**src/rtl/cla_pkg.sv**
```systemverilog
// Shared constants and types for the pipelined carry-lookahead adder.
package cla_pkg;

  localparam int unsigned DEF_WIDTH    = 32;
  localparam int unsigned DEF_GROUP    = 4;
  localparam int unsigned PIPE_LATENCY = 3;

  // Group propagate/generate pair produced by one lookahead block
  typedef struct packed {
    logic p;
    logic g;
  } pg_t;

endpackage

```
**src/rtl/cla_group_logic.sv**
```systemverilog
// One lookahead block: group P/G over N bits plus the carry into every bit.
// Used per bit-group and again as the second level over the groups.
module cla_group_logic
  import cla_pkg::*;
#(
  parameter int unsigned N = 4
) (
  input  logic [N-1:0] p_i,
  input  logic [N-1:0] g_i,
  input  logic         c_i,
  output pg_t          pg_o,
  output logic [N-1:0] c_o
);

  // P/G never depend on c_i, so the two-level carry network has no loop
  always_comb begin : group_pg
    logic run_p;
    run_p  = 1'b1;
    pg_o   = '0;
    pg_o.p = &p_i;
    for (int j = 0; j < int'(N); j++) begin
      run_p = 1'b1;
      for (int m = j + 1; m < int'(N); m++) begin
        run_p &= p_i[m];
      end
      pg_o.g |= g_i[j] & run_p;
    end
  end

  // c_o[k] is the carry into bit k, expanded in flat lookahead form
  always_comb begin : group_carry
    logic acc;
    logic run_p;
    acc   = 1'b0;
    run_p = 1'b1;
    c_o   = '0;
    for (int k = 0; k < int'(N); k++) begin
      run_p = 1'b1;
      for (int m = 0; m < k; m++) begin
        run_p &= p_i[m];
      end
      acc = run_p & c_i;
      for (int j = 0; j < k; j++) begin
        run_p = 1'b1;
        for (int m = j + 1; m < k; m++) begin
          run_p &= p_i[m];
        end
        acc |= g_i[j] & run_p;
      end
      c_o[k] = acc;
    end
  end

endmodule

```
**src/rtl/pipelined_cla_adder.sv**
```systemverilog
// Three-stage add/subtract with two-level carry lookahead and a
// valid/ready handshake that stalls the whole pipe when the output is held.
module pipelined_cla_adder
  import cla_pkg::*;
#(
  parameter int unsigned WIDTH = DEF_WIDTH,
  parameter int unsigned GROUP = DEF_GROUP
) (
  input  logic             clk_i,
  input  logic             rst_ni,
  input  logic             in_valid_i,
  output logic             in_ready_o,
  input  logic [WIDTH-1:0] a_i,
  input  logic [WIDTH-1:0] b_i,
  input  logic             cin_i,
  input  logic             sub_i,
  output logic             out_valid_o,
  input  logic             out_ready_i,
  output logic [WIDTH-1:0] sum_o,
  output logic             cout_o,
  output logic             ovf_o
);

  localparam int unsigned NG = WIDTH / GROUP;

  if (WIDTH % GROUP != 0) begin : g_width_chk
    $error("pipelined_cla_adder: WIDTH must be a multiple of GROUP");
  end
  if (GROUP != 2 && GROUP != 4 && GROUP != 8) begin : g_group_chk
    $error("pipelined_cla_adder: GROUP must be 2, 4 or 8");
  end
  if (WIDTH < 8 || WIDTH > 128) begin : g_range_chk
    $error("pipelined_cla_adder: WIDTH must be within 8..128");
  end

  logic                    adv;
  logic [PIPE_LATENCY-1:0] vld_q, vld_d;
  logic [WIDTH-1:0]        b_eff;

  logic [WIDTH-1:0] p1_q, p1_d;
  logic [WIDTH-1:0] g1_q, g1_d;
  logic             c1_q, c1_d;

  logic [WIDTH-1:0] p2_q, p2_d;
  logic [WIDTH:0]   c2_q, c2_d;

  logic [WIDTH-1:0] sum_q, sum_d;
  logic             cout_q, cout_d;
  logic             ovf_q, ovf_d;

  pg_t              grp_pg [NG];
  logic [NG-1:0]    grp_p;
  logic [NG-1:0]    grp_g;
  logic [NG-1:0]    grp_cin;
  pg_t              top_pg;
  logic [WIDTH-1:0] bit_c;
  logic             carry_out;

  // Whole pipe moves together unless the held result is not being taken
  assign adv   = ~vld_q[PIPE_LATENCY-1] | out_ready_i;
  assign b_eff = b_i ^ {WIDTH{sub_i}};

  for (genvar gi = 0; gi < int'(NG); gi++) begin : g_grp
    cla_group_logic #(
      .N (GROUP)
    ) u_grp (
      .p_i  (p1_q[gi*GROUP +: GROUP]),
      .g_i  (g1_q[gi*GROUP +: GROUP]),
      .c_i  (grp_cin[gi]),
      .pg_o (grp_pg[gi]),
      .c_o  (bit_c[gi*GROUP +: GROUP])
    );
    assign grp_p[gi] = grp_pg[gi].p;
    assign grp_g[gi] = grp_pg[gi].g;
  end

  // Second level resolves every group carry-in directly from group P/G
  cla_group_logic #(
    .N (NG)
  ) u_lvl2 (
    .p_i  (grp_p),
    .g_i  (grp_g),
    .c_i  (c1_q),
    .pg_o (top_pg),
    .c_o  (grp_cin)
  );

  assign carry_out = top_pg.g | (top_pg.p & c1_q);

  always_comb begin : pipe_next
    vld_d  = vld_q;
    p1_d   = p1_q;
    g1_d   = g1_q;
    c1_d   = c1_q;
    p2_d   = p2_q;
    c2_d   = c2_q;
    sum_d  = sum_q;
    cout_d = cout_q;
    ovf_d  = ovf_q;
    if (adv) begin
      vld_d = {vld_q[PIPE_LATENCY-2:0], in_valid_i};
      if (in_valid_i) begin
        p1_d = a_i ^ b_eff;
        g1_d = a_i & b_eff;
        c1_d = sub_i | cin_i;
      end
      if (vld_q[0]) begin
        p2_d = p1_q;
        c2_d = {carry_out, bit_c};
      end
      if (vld_q[1]) begin
        sum_d  = p2_q ^ c2_q[WIDTH-1:0];
        cout_d = c2_q[WIDTH];
        ovf_d  = c2_q[WIDTH] ^ c2_q[WIDTH-1];
      end
    end
  end

  // Valid bits and the visible result are the only reset state
  always_ff @(posedge clk_i or negedge rst_ni) begin
    if (!rst_ni) begin
      vld_q  <= '0;
      sum_q  <= '0;
      cout_q <= 1'b0;
      ovf_q  <= 1'b0;
    end else begin
      vld_q  <= vld_d;
      sum_q  <= sum_d;
      cout_q <= cout_d;
      ovf_q  <= ovf_d;
    end
  end

  always_ff @(posedge clk_i) begin
    p1_q <= p1_d;
    g1_q <= g1_d;
    c1_q <= c1_d;
    p2_q <= p2_d;
    c2_q <= c2_d;
  end

  assign in_ready_o  = adv;
  assign out_valid_o = vld_q[PIPE_LATENCY-1];
  assign sum_o       = sum_q;
  assign cout_o      = cout_q;
  assign ovf_o       = ovf_q;

endmodule

```
**config.mk**
```make
export PLATFORM = sky130hd
export DESIGN_NAME = pipelined_cla_adder
export DESIGN_NICKNAME = d
export VERILOG_FILES = /design/src/rtl/cla_pkg.sv /design/src/rtl/cla_group_logic.sv /design/src/rtl/pipelined_cla_adder.sv
export SDC_FILE = /design/constraint.sdc
export NUM_CORES = 1
export LEC_CHECK = 0
export ABC_AREA = 1
export BUFFER_PORTS_ARGS = -buffer_cell sky130_fd_sc_hd__buf_2
export CORE_ASPECT_RATIO = 0.8
export CORE_MARGIN = 2
export CORE_UTILIZATION = 55
export DETAILED_ROUTE_END_ITERATION = 16
export PLACE_DENSITY = 0.79
export SYNTH_ARGS = -nofsm -noshare
export SYNTH_HDL_FRONTEND = slang
export SYNTH_SLANG_ARGS = --single-unit
```
**constraint.sdc**
```tcl
create_clock -name clk_i -period 4.04 [get_ports clk_i]
set_input_delay 0.808 -clock clk_i [delete_from_list [all_inputs] [get_ports clk_i]]
set_output_delay 0.808 -clock clk_i [all_outputs]
set_load 0.03 [all_outputs]
```
==> impl_metrics.csv <==
group,metric,value,unit
status,status,"completed",
route,antenna_left,0,
route,first_pass_iters,4,
sta,finalHoldViolCount,0,
route,wl_met1,4809,um
clocking,clockBufferDepth,2,
route,first_iter_violations,197,
sta,period_share,57.76,%
route,route.met3.wl,523,um
sta,tightestPinTransition,0.9805,ns
route,drt-wirelength-per-cell,13.72,um
logic_synthesis,syn_nets,612,
placed_design,dp.cells,777,
min_path,min_path_type,"flip-flop to flip-flop",
floorplan,die_w,129.9,um
logic_synthesis,synthAdderAreaFrac,5.738,%
clocking,cts_hold_buf,0,
layout,diodes,0,
placed_design,io_buffers,105,
layout,fillers,873,
grt,grt_remaining_overflow,0,
grt,grt_util_all_layers,17.70,%
logic_synthesis,syn_inst,510,
floorplan,io_pins,106,
placed_design,gp_congestion,0.7975,
layout,nets,727,
setup_path,end_kind,"primary output",
layout,synthToLayoutAreaGrowth,18.61,%
placed_design,place_hpwl,7822,um
grt,grt_start_max_net_pins,68,
route,top_layer,"met4",
logic_synthesis,synth_top_family_by_area,"simple AND/OR/NAND/NOR gates",
clocking,clock_sinks,167,
sta,clock.fmax,0.4285,GHz
grt,antenna_found_initial,0,
layout,final_cell_area,8277,um2
clocking,cts_max_level,4,
setup_path,cp.arrival,1.53,ns
grt,grt_pass1_vias,3803,
setup_path,critical_path_class,"input port to primary output",
setup_path,crit_path_top_delay_cell,"nor2_1",
sta,period_needed,2.333,ns
setup_path,worstPathCellList,"buf_2 > nor2_1 > inv_1 > buf_2",
setup_path,crit_family,"buffers and inverters",
logic_synthesis,yosys.area_share.simple,8.517,%
setup_path,cpMostUsedCell,"buf_2",
placed_design,dpl-instance-area,7690,um2
sta,final_max_slew_viol_count,0,
floorplan,die_height,104.7,um
layout,final_cells,809,
power,power_leakage,0.003494,uW
clocking,clk_latency,0.42,ns
sta,finClkSkew,0.01031,ns
placed_design,pre_cts_ws,1.446,ns
setup_path,cp_max_fo,5,
route,vias,3975,
sta,slew_headroom,34.64,%
layout,drive_above_1_share,26.18,%
sta,setup_tns,0,ns
route,wl,11100,um
route,drc_errors,0,
setup_path,worstPathRequired,3.23,ns
grt,grt_pass1_wl,18010,um
logic_synthesis,ys_seq_elements,167,
setup_path,critPathMaxStageDelay,0.26,ns
logic_synthesis,synthXorXnorAreaFrac,8.159,%
logic_synthesis,yosys_warnings,0,
clocking,path_clk_slew,0.06,ns
setup_path,critPathBufInv,3,
layout,finalCoreUtilization,67.31,%
logic_synthesis,yosys-mux-area-fraction,0,%
clocking,post_cts_resized,0,
power,irDropWorstVdd,0.3072,mV
clocking,root_buffer,"clkbuf_16",
sta,setup_ws,1.707,ns
floorplan,core_area,12300,um2
floorplan,num_rows,36,
clocking,tritoncts,"done",
run,max-cap-violations,0,
sta,rsz0062_at_grt,"false",
route,vias_per_cell,4.913,
clocking,cts_buffers,17,
logic_synthesis,synth.avg_cell_area,13.68,um2
setup_path,setup.worst_path.start_class,"input port",
logic_synthesis,synth-compound-area-share,5.989,%
clocking,post-cts-setup-buffers,0,
logic_synthesis,yosysUniqueCellTypes,29,
sta,finalSetupViolations,0,
logic_synthesis,ys_seq_area_share,69.21,%
logic_synthesis,netlist_area,6978,um2
floorplan,start_util,56.75,%
floorplan,fp.dieArea,13610,um2
route,dr_wl_met2,5479,um
power,powerDensity,647.5,nW/um2
cell usage after synthesis (all sizes together):
master / n / area share (%)
a211oi: 1 / 0.11
nand2: 97 / 5.6
dfrtp: 37 / 13
buf: 7 / 0.50
o21ai: 41 / 3.0
xnor2: 33 / 4.1
a31oi: 1 / 0.090
a21oi: 13 / 0.93
ha: 32 / 5.7
clkbuf: 4 / 0.22
xor2: 32 / 4.0
nor3: 1 / 0.072
nor2: 23 / 1.6
nand3: 11 / 1.1
inv: 31 / 1.7
a21o: 12 / 1.3
or2: 1 / 0.090
o21bai: 3 / 0.48
edfxtp: 130 / 56
through the flow:
stage / power [uW] / hold WS (ns)
after detailed placement: 3820 / 0.4587
after global routing: 5619 / 0.4793
after global placement: 3760 / 0.4477
after CTS: 5408 / 0.4733
after floorplan: 3418 / 0.4347
final: 5359 / 0.4753
power by group:
group	switching [uW]	leakage [uW]	internal [uW]
Clock	623	0.000283	964
Sequential	197	0.00169	2340
Combinational	852	0.00152	383
Total	1670	0.00349	3690
worst reg2reg max path: cells and delay by family (launching register included):
kind                   cells  cell delay, ns
AND/OR/NAND/NOR            2            0.17
flip-flops                 1            0.37
buffers and inverters      4            1.23
registers in the layout (all words and copies together) (netlist names), 3 cells and up:
register / count
p1_q: 32
vld_q: 3
p2_q: 32
c2_q: 33
sum_o: 32
g1_q: 32
metal layers:
| layer | global-route usage, % | vias up |
|---|---|---|
| met5 | 0 | - |
| met4 | 8.449 | 0 |
| met3 | 5.632 | 24 |
| met2 | 28.57 | 82 |
| met1 | 21.60 | 1874 |
| li1 | - | 1995 |
cells in the final DEF, fill, tap and decap left out:
| cell type | synthesis | final |
|---|---|---|
| nor2_4 | 2 | 3 |
| or2_2 | 1 | 1 |
| nor2_1 | 16 | 15 |
| nand3_2 | 4 | 4 |
| o21bai_1 | 2 | 2 |
| clkbuf_16 | 0 | 17 |
| o21ai_1 | 3 | 3 |
| ha_1 | 32 | 32 |
| o21ai_0 | 36 | 36 |
| a21o_2 | 2 | 2 |
| clkinvlp_4 | 0 | 2 |
| a21oi_1 | 13 | 13 |
| a211oi_1 | 1 | 1 |
| edfxtp_1 | 130 | 130 |
| clkinv_1 | 0 | 3 |
| clkinv_4 | 0 | 2 |
| xnor2_1 | 33 | 33 |
| clkinv_2 | 0 | 3 |
| inv_6 | 0 | 1 |
| nand2_2 | 6 | 6 |
| inv_1 | 27 | 25 |
| o21bai_4 | 1 | 1 |
| nor3_1 | 1 | 1 |
| a21o_1 | 10 | 10 |
| clkbuf_1 | 4 | 1 |
| o21ai_2 | 2 | 2 |
| nand2_1 | 89 | 89 |
| bufinv_16 | 0 | 3 |
| dfrtp_1 | 37 | 37 |
| nand2_4 | 2 | 2 |
| nand3_1 | 7 | 7 |
| xor2_1 | 32 | 32 |
| a31oi_1 | 1 | 1 |
| buf_4 | 0 | 2 |
| inv_2 | 4 | 6 |
| buf_2 | 7 | 105 |
| nor2_2 | 5 | 5 |
logic make-up (layout without fill, tap and decap cells):
logic type	count (synthesis)	after routing
flops	167	167
simple gates	133	133
compound gates	71	71
xor+xnor	65	65
buf+inv	42	170
fa+ha+maj	32	32
path summary, 6_finish.rpt:
kind / start / end / slack (ns) / depth (start not counted)
setup reg to reg: vld_q[2]$_DFFE_PN0N_ / p1_q[14]$_DFFE_PP_ / 1.94 / 6
min in group asynchronous: rst_ni / sum_o[25]$_DFFE_PN0P_ / 0.50 / 1
setup / recovery: out_ready_i / in_ready_o / 1.71 / 4
hold / removal: p1_q[4]$_DFFE_PP_ / p2_q[4]$_DFFE_PP_ / 0.48 / 0
max in group asynchronous: rst_ni / sum_o[9]$_DFFE_PN0P_ / 2.99 / 1
hold reg to reg: p1_q[4]$_DFFE_PP_ / p2_q[4]$_DFFE_PP_ / 0.48 / 0
layout make-up:
cell class	count	area (um2)	area share [%]
flip-flops and latches	167	4830	58.35
clock buffers	18	429.2	5.185
well taps	171	214.0	2.585
clock inverters	14	157.7	1.905
multi-input cells	301	1989	24.04
inverters	31	116.4	1.406
repair buffers	107	540.5	6.531
Power figures use the tool's default switching activity.
